File: src/rtl/lsu_pkg.sv
// Shared constants and types for the load/store unit.
// RV32I load/store funct3 codes, FSM states and byte-enable patterns.
package lsu_pkg;

  localparam logic [2:0] F3_LB  = 3'b000;
  localparam logic [2:0] F3_LH  = 3'b001;
  localparam logic [2:0] F3_LW  = 3'b010;
  localparam logic [2:0] F3_LBU = 3'b100;
  localparam logic [2:0] F3_LHU = 3'b101;
  localparam logic [2:0] F3_SB  = 3'b000;
  localparam logic [2:0] F3_SH  = 3'b001;
  localparam logic [2:0] F3_SW  = 3'b010;

  localparam logic [3:0] BE_B0  = 4'b0001;
  localparam logic [3:0] BE_LO  = 4'b0011;
  localparam logic [3:0] BE_HI  = 4'b1100;
  localparam logic [3:0] BE_ALL = 4'b1111;

  typedef enum logic [1:0] {
    IDLE = 2'd0,
    REQ  = 2'd1,
    WB   = 2'd2
  } lsu_state_e;

  // Stores only have byte/half/word; loads add the unsigned byte/half.
  function automatic logic f3_illegal(input logic st, input logic [2:0] f3);
    return (f3 == 3'b011) || (f3[2:1] == 2'b11) || (st && f3[2]);
  endfunction

endpackage

File: src/rtl/load_align.sv
// Load data alignment: picks the byte/half lane of the read word
// and sign- or zero-extends it into the register write value.
module load_align
  import lsu_pkg::*;
(
  input  logic [31:0] i_rdata,
  input  logic [2:0]  i_funct3,
  input  logic [1:0]  i_lane,
  output logic [31:0] o_wd
);

  logic [7:0]  w_byte;
  logic [15:0] w_half;

  always_comb begin
    w_byte = i_rdata[{i_lane, 3'b000} +: 8];
    w_half = i_lane[1] ? i_rdata[31:16] : i_rdata[15:0];
    o_wd   = '0;
    case (i_funct3)
      F3_LB:   o_wd = {{24{w_byte[7]}}, w_byte};
      F3_LH:   o_wd = {{16{w_half[15]}}, w_half};
      F3_LW:   o_wd = i_rdata;
      F3_LBU:  o_wd = {24'd0, w_byte};
      F3_LHU:  o_wd = {16'd0, w_half};
      default: o_wd = '0;
    endcase
  end

endmodule

File: src/rtl/load_store_unit.sv
// Multi-cycle load/store unit with req/ack memory port and RF write-back.
// Define LSU_MISALIGN_TRAP_EN to trap misaligned accesses (adds port misaligned).
module load_store_unit
  import lsu_pkg::*;
#(
  parameter int DATA_WIDTH = 32,
  parameter int ADDR_WIDTH = 5,
  parameter int TIMEOUT    = 15
) (
  input  logic                  CLK,
  input  logic                  rst,
  input  logic                  start,
  input  logic                  is_store,
  input  logic [2:0]            funct3,
  input  logic [ADDR_WIDTH-1:0] rd,
  input  logic [DATA_WIDTH-1:0] addr,
  input  logic [DATA_WIDTH-1:0] store_data,
  output logic                  busy,
  output logic                  done,
  output logic                  err,
  output logic                  mem_req,
  output logic                  mem_we,
  output logic [DATA_WIDTH-1:0] mem_addr,
  output logic [3:0]            mem_be,
  output logic [DATA_WIDTH-1:0] mem_wdata,
  input  logic                  mem_ack,
  input  logic [DATA_WIDTH-1:0] mem_rdata,
  output logic                  rf_we,
  output logic [ADDR_WIDTH-1:0] rf_a3,
  output logic [DATA_WIDTH-1:0] rf_wd3
`ifdef LSU_MISALIGN_TRAP_EN
  ,
  output logic                  misaligned
`endif
);

  lsu_state_e            r_state;
  logic                  r_store;
  logic [2:0]            r_f3;
  logic [1:0]            r_lane;
  logic [ADDR_WIDTH-1:0] r_rd;
  logic [DATA_WIDTH-1:0] r_addr;
  logic [3:0]            r_be;
  logic [DATA_WIDTH-1:0] r_wdata;
  logic [7:0]            r_cnt;
  logic                  r_done;
  logic                  r_err;
  logic                  r_rf_we;
  logic [ADDR_WIDTH-1:0] r_rf_a3;
  logic [DATA_WIDTH-1:0] r_rf_wd3;

  logic                  w_illegal;
  logic                  w_mis;
  logic [3:0]            w_be;
  logic [DATA_WIDTH-1:0] w_wdata;
  logic [DATA_WIDTH-1:0] w_ld;

  assign w_illegal = f3_illegal(is_store, funct3);

`ifdef LSU_MISALIGN_TRAP_EN
  logic r_mis;
  assign w_mis = !w_illegal &&
    ((funct3[1:0] == 2'b01 && addr[0]) ||
     (funct3[1:0] == 2'b10 && addr[1:0] != 2'b00));
  assign misaligned = r_mis;
`else
  assign w_mis = 1'b0;
`endif

  // Store lanes: data is replicated so any enabled lane sees it.
  always_comb begin
    w_be    = BE_ALL;
    w_wdata = store_data;
    case (funct3[1:0])
      2'b00: begin
        w_be    = BE_B0 << addr[1:0];
        w_wdata = {4{store_data[7:0]}};
      end
      2'b01: begin
        w_be    = addr[1] ? BE_HI : BE_LO;
        w_wdata = {2{store_data[15:0]}};
      end
      default: ;
    endcase
  end

  load_align u_align (
    .i_rdata  (mem_rdata),
    .i_funct3 (r_f3),
    .i_lane   (r_lane),
    .o_wd     (w_ld)
  );

  always_ff @(posedge CLK) begin
    if (rst) begin
      r_state  <= IDLE;
      r_store  <= 1'b0;
      r_f3     <= '0;
      r_lane   <= '0;
      r_rd     <= '0;
      r_addr   <= '0;
      r_be     <= '0;
      r_wdata  <= '0;
      r_cnt    <= '0;
      r_done   <= 1'b0;
      r_err    <= 1'b0;
      r_rf_we  <= 1'b0;
      r_rf_a3  <= '0;
      r_rf_wd3 <= '0;
`ifdef LSU_MISALIGN_TRAP_EN
      r_mis    <= 1'b0;
`endif
    end else begin
      r_done  <= 1'b0;
      r_err   <= 1'b0;
      r_rf_we <= 1'b0;
`ifdef LSU_MISALIGN_TRAP_EN
      r_mis   <= 1'b0;
`endif
      unique case (r_state)
        IDLE: if (start) begin
          r_store <= is_store;
          r_f3    <= funct3;
          r_lane  <= addr[1:0];
          r_rd    <= rd;
          r_addr  <= {addr[DATA_WIDTH-1:2], 2'b00};
          r_be    <= w_be;
          r_wdata <= w_wdata;
          r_cnt   <= '0;
          if (w_illegal || w_mis) begin
            r_done <= 1'b1;
            r_err  <= 1'b1;
`ifdef LSU_MISALIGN_TRAP_EN
            r_mis  <= w_mis;
`endif
          end else begin
            r_state <= REQ;
          end
        end
        REQ: if (mem_ack) begin
          r_cnt  <= '0;
          r_done <= 1'b1;
          if (r_store) begin
            r_state <= IDLE;
          end else begin
            r_state  <= WB;
            r_rf_we  <= (r_rd != '0);
            r_rf_a3  <= r_rd;
            r_rf_wd3 <= w_ld;
          end
        end else if (r_cnt == 8'(TIMEOUT - 1)) begin
          r_cnt   <= '0;
          r_state <= IDLE;
          r_done  <= 1'b1;
          r_err   <= 1'b1;
        end else begin
          r_cnt <= r_cnt + 8'd1;
        end
        WB:      r_state <= IDLE;
        default: r_state <= IDLE;
      endcase
    end
  end

  assign busy      = (r_state != IDLE);
  assign mem_req   = (r_state == REQ);
  assign mem_we    = mem_req && r_store;
  assign mem_addr  = r_addr;
  assign mem_be    = r_be;
  assign mem_wdata = r_wdata;
  assign done      = r_done;
  assign err       = r_err;
  assign rf_we     = r_rf_we;
  assign rf_a3     = r_rf_a3;
  assign rf_wd3    = r_rf_wd3;

endmodule

File: config.mk
export PLATFORM = sky130hd
export DESIGN_NAME = load_store_unit
export DESIGN_NICKNAME = d
export VERILOG_FILES = /design/src/rtl/lsu_pkg.sv /design/src/rtl/load_align.sv /design/src/rtl/load_store_unit.sv
export SDC_FILE = /design/constraint.sdc
export NUM_CORES = 1
export LEC_CHECK = 0
export ABC_AREA = 1
export CORE_ASPECT_RATIO = 1.4
export CORE_MARGIN = 10
export CORE_UTILIZATION = 47
export DETAILED_ROUTE_END_ITERATION = 8
export PLACE_DENSITY_LB_ADDON = 0.1
export SYNTH_ARGS = -nofsm -noshare
export SYNTH_HDL_FRONTEND = slang
export SYNTH_SLANG_ARGS = --single-unit
File: constraint.sdc
create_clock -name CLK -period 2.79 [get_ports CLK]
set_input_delay 0.4185 -clock CLK [delete_from_list [all_inputs] [get_ports CLK]]
set_output_delay 0.4185 -clock CLK [all_outputs]
set_load 0.02 [all_outputs]
==> flow_summary.json, run 1 <==
{
  "cts_hold_buf": 0,
  "synth_area_sq_mm": 0.005826,
  "pwr-share-clk": 0.426,
  "finalMaxSlewViolations": 0,
  "gr-total-overflow": 0,
  "coreArea_sq_mm": 0.01225,
  "placedCellCount": 1171,
  "cp_max_fo": 6,
  "synth-edff-count": 0,
  "firstDrtPassIters": 4,
  "root_buffer": "clkbuf_16",
  "seq_area_sq_mm": 0.002542,
  "skew_ns": 0.01274,
  "max_freq_mhz": 472.9,
  "grt.total_usage": 0.2172,
  "cts-htree-levels": 4,
  "vias": 6031,
  "hold_violations": 0,
  "viasPerCell": 5.017,
  "cts_buffer_depth": 2,
  "syn_to_final_growth_pct": 47.44,
  "rr_startpoint": "r_lane[1]",
  "hold_path_class": "reg2reg",
  "path_clk_slew_ns": 0.06,
  "crit_path_end_kind": "output pin",
  "slew_headroom": 0.5274,
  "clk_latency_ns": 0.41,
  "min_period_ns": 2.115,
  "leakage_nw": 3.557,
  "multi_input_area_sq_mm": 0.002749,
  "wl_per_cell_um": 15.77,
  "worstPathArrival_ns": 1.70,
  "final_cells": 1202,
  "drive_gt1_frac": 0.07795,
  "required_ns": 2.37,
  "antenna_found_initial": 0,
  "rsz0062_at_grt": "false",
  "yosysWarnings": 0,
  "finalWeightedCongestion": 0.8597,
  "finalSetupViolations": 0,
  "boundaryPins": 220,
  "start_util": 0.4755,
  "synthFlopType": "dfxtp_1",
  "cts_tree": "yes",
  "intPower_mw": 3.822,
  "cts_resized": 0,
  "hold_path_startpoint": "rf_wd3[16]",
  "dieArea_sq_mm": 0.01731,
  "cp-start-kind": "register",
  "fin_tns_setup_ns": 0,
  "drtAntennaViolNets": 0,
  "fin_crit_sh": 0.7579,
  "diodes": 0,
  "path_cells": "inv_2 > nor2_4 > inv_2 > nor2_1 > clkdlybuf4s50_1",
  "switching_share": 0.2781,
  "async_flop_share": 0,
  "avgSynthCellArea_sq_um": 6.886,
  "holdWs_ns": 0.4622,
  "comb_power_share": 0.195,
  "fp-row-count": 48,
  "critPathLaunch": "r_state[0]",
  "post-cts-setup-buffer-count": 0,
  "ys_seq_area_frac": 0.4364,
  "design_power_total_mw": 5.295,
  "cp_common_cell": "inv_2",
  "slowest_stage": "clkdlybuf4s50_1",
  "drt_iter0_drc": 332,
  "port-buffer-count": 217,
  "cts_made_buffers": 17,
  "die_y_um": 151.7,
  "die_w_um": 114.1,
  "p_sw_mw": 1.473,
  "outcome": "complete, no violations",
  "wirelength_um": 18950,
  "ys_types": 37,
  "cts.sinks": 127,
  "first_global_vias": 5871,
  "critPathKind": "reg2out",
  "post-route-drc-count": 0,
  "power_density_mw_per_mm2": 616.4,
  "p_seq_frac": 0.379,
  "dp.final_hpwl_um": 14350,
  "synth_cells": 846,
  "slowest_delay_ns": 0.62,
  "nNetsFinal": 1151,
  "drv_cap": 0,
  "grt_pass1_wl_um": 29980,
  "grt_max_degree": 54,
  "tightest_slew_ns": 0.7079,
  "fillerInstances": 1066,
  "synth-seq-cells": 127,
  "max-vdd-ir-drop_mv": 0.4155
}
## final timing paths
| check | to | slack (ns) | cells past startpoint |
|---|---|---|---|
| worst max-delay path | mem_we | 0.68 | 5 |
| worst min-delay path | rf_wd3[16] | 0.46 | 2 |
| worst max register to register | rf_wd3[19] | 1.03 | 8 |
| worst min register to register | rf_wd3[16] | 0.46 | 2 |
## worst max-delay path: cells and delay by family (launching register included)
| family | cells | cell delay [ns] |
|---|---|---|
| buf+inv | 3 | 0.74 |
| simple gates | 2 | 0.24 |
| flops | 1 | 0.32 |
## stage by stage
| stage | area [sq um] | worst slack [ns] | utilization |
|---|---|---|---|
| after floorplan | 5829 | 1.445 | - |
| after global placement | 7985 | 0.5369 | 0.6518 |
| after detailed placement | 7985 | 0.5175 | 0.6518 |
| after CTS | 8589 | 0.6436 | 0.7011 |
| after global routing | 8589 | 0.5964 | 0.7011 |
| final | 8589 | 0.6755 | 0.7011 |
## cell type report
type                       count  area share
multi-input combinational    602      0.3200
sequential                   127      0.2960
timing repair buffer         225      0.2622
clock buffer                  18     0.05113
inverter                      67     0.02957
tap                          150     0.02185
clock inverter                13     0.01923
## cell usage after synthesis, types with 3 or more instances
cell type	n	area share
nand2_1	246	0.16
dfxtp_1	127	0.44
nor2_1	118	0.076
o21ai_0	73	0.063
inv_1	59	0.038
a21oi_1	53	0.046
nand3_1	38	0.033
clkbuf_1	20	0.013
buf_2	18	0.015
a21oi_2	11	0.017
a31oi_1	10	0.011
nor2_2	10	0.011
o211ai_1	8	0.010
o21ai_1	8	0.0069
buf_4	7	0.0090
inv_2	7	0.0045
nor2_4	5	0.0097
buf_6	3	0.0058
nor3_1	3	0.0026
xor2_1	3	0.0045
## logic make-up after synthesis
logic type | synth area share
adders and majority gates | 0.004295
other | 0.0006437
DFF | 0.4364
buffers and inverters | 0.09235
xor gates and xnor gates | 0.004511
and+or+nand+nor | 0.3037
AOI/OAI and AO/OA | 0.1581
## metal layers
metal	track usage	up-vias	routed length (um)
met2	0.3736	205	9360
met4	0.08857	0	588
met1	0.2204	2715	6979
met3	0.1052	37	2023
li1	-	3074	-
met5	0	-	0
## power by group through the flow
stage | Combinational (mW) | Clock (mW) | Sequential (mW)
2_1_floorplan | 0.453 | 0 | 2.15
3_3_place_gp | 1.03 | 0 | 2.04
3_5_place_dp | 1.04 | 0 | 2.04
4_1_cts | 1.04 | 2.29 | 2.01
5_1_grt | 1.14 | 2.38 | 2.02
6_report | 1.03 | 2.25 | 2.01
## flip-flops by register name, summed over array words and instances, names as in the netlist
| signal | count |
|---|---|
| rf_we | 1 |
| r_lane | 2 |
| err | 1 |
| mem_be | 4 |
| r_cnt | 8 |
| r_f3 | 3 |
| rf_a3 | 5 |
| done | 1 |
| mem_addr | 30 |
| r_state | 2 |
| r_rd | 5 |
| mem_wdata | 32 |
| r_store | 1 |
| rf_wd3 | 32 |
## placed cells by master, fill, tap and decap left out, drive strengths merged, types with 3 or more instances in the layout
cell type	instances
clkinvlp	4
nor3	4
a21oi	64
o21ai	82
nor2	133
a31oi	10
dfxtp	127
inv	68
o211ai	8
clkbuf	18
nand2	248
nand3	40
bufinv	3
buf	9
clkinv	5
xor2	3
clkdlybuf4s50	216
Note: power is estimated with default switching activity, not from simulation.
==> run 2: changes to the inputs <==
--- a/config.mk
+++ b/config.mk
@@ -8,7 +8,7 @@
 export ABC_AREA = 1
 export CORE_ASPECT_RATIO = 1.4
 export CORE_MARGIN = 10
-export CORE_UTILIZATION = 47
+export CORE_UTILIZATION = 44
 export DETAILED_ROUTE_END_ITERATION = 8
 export PLACE_DENSITY_LB_ADDON = 0.1
 export SYNTH_ARGS = -nofsm -noshare
==> constraint.sdc (replaced) <==
create_clock -name CLK -period 2 [get_ports CLK]
set_input_delay 0.3 -clock CLK [delete_from_list [all_inputs] [get_ports CLK]]
set_output_delay 0.3 -clock CLK [all_outputs]
set_load 0.02 [all_outputs]
==> run 2 against run 1 <==
Global-route usage shrank 0.58 points. Die area rose by 5.8%. Utilization fell by 2.5 points. Critical endpoint is now mem_req. Largest power group unchanged. Highest routed layer unchanged.
==> flow_summary.json, run 2 (synthesis gave the netlist of run 1 again) <==
{
  "diodes": 0,
  "p_sw_mw": 2.065,
  "finalSetupViolations": 0,
  "cp_max_fo": 6,
  "viasPerCell": 4.885,
  "wirelength_um": 19400,
  "slowest_delay_ns": 0.66,
  "dieArea_sq_mm": 0.01831,
  "drv_cap": 0,
  "max-vdd-ir-drop_mv": 0.5519,
  "path_cells": "inv_2 > nor2_4 > clkdlybuf4s50_1",
  "critPathKind": "reg2out",
  "gr-total-overflow": 0,
  "hold_path_class": "in2reg",
  "cts.sinks": 127,
  "cts_resized": 1,
  "slew_headroom": 0.5409,
  "drt_iter0_drc": 345,
  "post-cts-setup-buffer-count": 0,
  "start_util": 0.4503,
  "fp-row-count": 49,
  "cts-htree-levels": 4,
  "max_freq_mhz": 521.4,
  "vias": 6058,
  "critPathLaunch": "r_state[0]",
  "grt.total_usage": 0.2114,
  "cts_buffer_depth": 2,
  "fin_crit_sh": 0.9590,
  "worstPathArrival_ns": 1.62,
  "drive_gt1_frac": 0.08663,
  "coreArea_sq_mm": 0.01294,
  "rsz0062_at_grt": "false",
  "setup_ws_ns": 0.08204,
  "clk_latency_ns": 0.41,
  "crit_path_end_kind": "output pin",
  "switching_share": 0.2738,
  "crit_family": "buffers and inverters",
  "finalWeightedCongestion": 0.8806,
  "grt_pass1_wl_um": 30520,
  "finalMaxSlewViolations": 0,
  "wl_per_cell_um": 15.65,
  "post-route-drc-count": 0,
  "boundaryPins": 220,
  "drtAntennaViolNets": 0,
  "final_core_utilization": 0.6756,
  "power_density_mw_per_mm2": 863.3,
  "firstDrtPassIters": 5,
  "syn_to_final_growth_pct": 50.02,
  "grt_max_degree": 70,
  "port-buffer-count": 217,
  "pwr-share-clk": 0.434,
  "cts_hold_buf": 0,
  "intPower_mw": 5.479,
  "slowest_stage": "clkdlybuf4s50_1",
  "die_w_um": 117.2,
  "root_buffer": "clkbuf_16",
  "tightest_slew_ns": 0.6886,
  "rr_startpoint": "r_f3[0]",
  "leakage_nw": 3.632,
  "die_y_um": 156.1,
  "cp-start-kind": "register",
  "final_common_cell": "nand2_1",
  "path_buf_inv": 2,
  "nNetsFinal": 1160,
  "outcome": "complete, no violations",
  "required_ns": 1.70,
  "antenna_found_initial": 0,
  "fin_area_sq_mm": 0.008740,
  "pre_cts_ws_ns": -0.01860,
  "cts_made_buffers": 17,
  "min_period_ns": 1.918,
  "dp.final_hpwl_um": 14630,
  "dpl_cell_area_sq_mm": 0.008113,
  "layout_common_cells": "nand2_1, clkdlybuf4s50_1, dfxtp_1, nor2_1, o21ai_0",
  "hold_path_startpoint": "rst",
  "first_global_vias": 6073,
  "path_clk_slew_ns": 0.06,
  "p_seq_frac": 0.370,
  "hold_violations": 0,
  "skew_ns": 0.01059,
  "cts_tree": "yes",
  "comb_power_share": 0.196
}
[run 2: per-stage QoR]
step	instances	hold WS [ns]	power [mW]	setup TNS, ns
CTS	1240	0.3904	7.607	0
detailed placement	1208	0.4544	4.324	-0.07872
global route	1240	0.4121	7.897	0
global placement	1208	0.4514	4.311	-0.1051
floorplan	847	0.4440	3.632	0
finish	1240	0.3914	7.545	0
[run 2: layout make-up]
cell class / instances / area (sq um)
Fill cell: 1204 / 4197
Multi-Input combinational cell: 602 / 2749
Sequential cell: 127 / 2542
Timing Repair Buffer: 234 / 2344
Clock buffer: 18 / 439.2
Inverter: 67 / 254.0
Tap cell: 178 / 222.7
Clock inverter: 14 / 188.9
[run 2: final timing paths]
kind | cells past startpoint | endpoint | slack, ns
worst max register to register | 7 | rf_wd3[0] | 0.42
worst min register to register | 2 | rf_wd3[3] | 0.46
worst max-delay path | 3 | mem_req | 0.08
worst min-delay path | 5 | rf_a3[1] | 0.39
[run 2: per-layer routing]
| metal | GRT usage | vias up | routed length (um) |
|---|---|---|---|
| met5 | 0 | - | 0 |
| met4 | 0.06671 | 0 | 378 |
| met3 | 0.09700 | 21 | 2087 |
| met2 | 0.3722 | 214 | 9832 |
| met1 | 0.2154 | 2738 | 7104 |
| li1 | - | 3085 | - |
[run 2: worst reg2reg max path: cells and delay by family, from the launching register on]
family | cells | cell delay, ns
flip-flops | 1 | 0.39
buffers and inverters | 1 | 0.25
AND/OR/NAND/NOR | 5 | 0.74
AO/OA/AOI/OAI | 1 | 0.13
[run 2: power groups by stage]
stage	sequential (mW)	combinational (mW)	clock [mW]
6_report	2.79	1.48	3.28
5_1_grt	2.81	1.63	3.46
4_1_cts	2.79	1.49	3.33
3_5_place_dp	2.85	1.48	0
3_3_place_gp	2.84	1.47	0
2_1_floorplan	3.00	0.632	0
==> run 3: changes to the inputs <==
--- a/config.mk
+++ b/config.mk
@@ -9,6 +9,7 @@
 export CORE_ASPECT_RATIO = 1.4
 export CORE_MARGIN = 10
 export CORE_UTILIZATION = 44
+export CTS_CLUSTER_SIZE = 8
 export DETAILED_ROUTE_END_ITERATION = 8
 export PLACE_DENSITY_LB_ADDON = 0.1
 export SYNTH_ARGS = -nofsm -noshare
==> results of run 3 <==
Same layout as run 2: the final DEF is identical, and so are final timing and power.
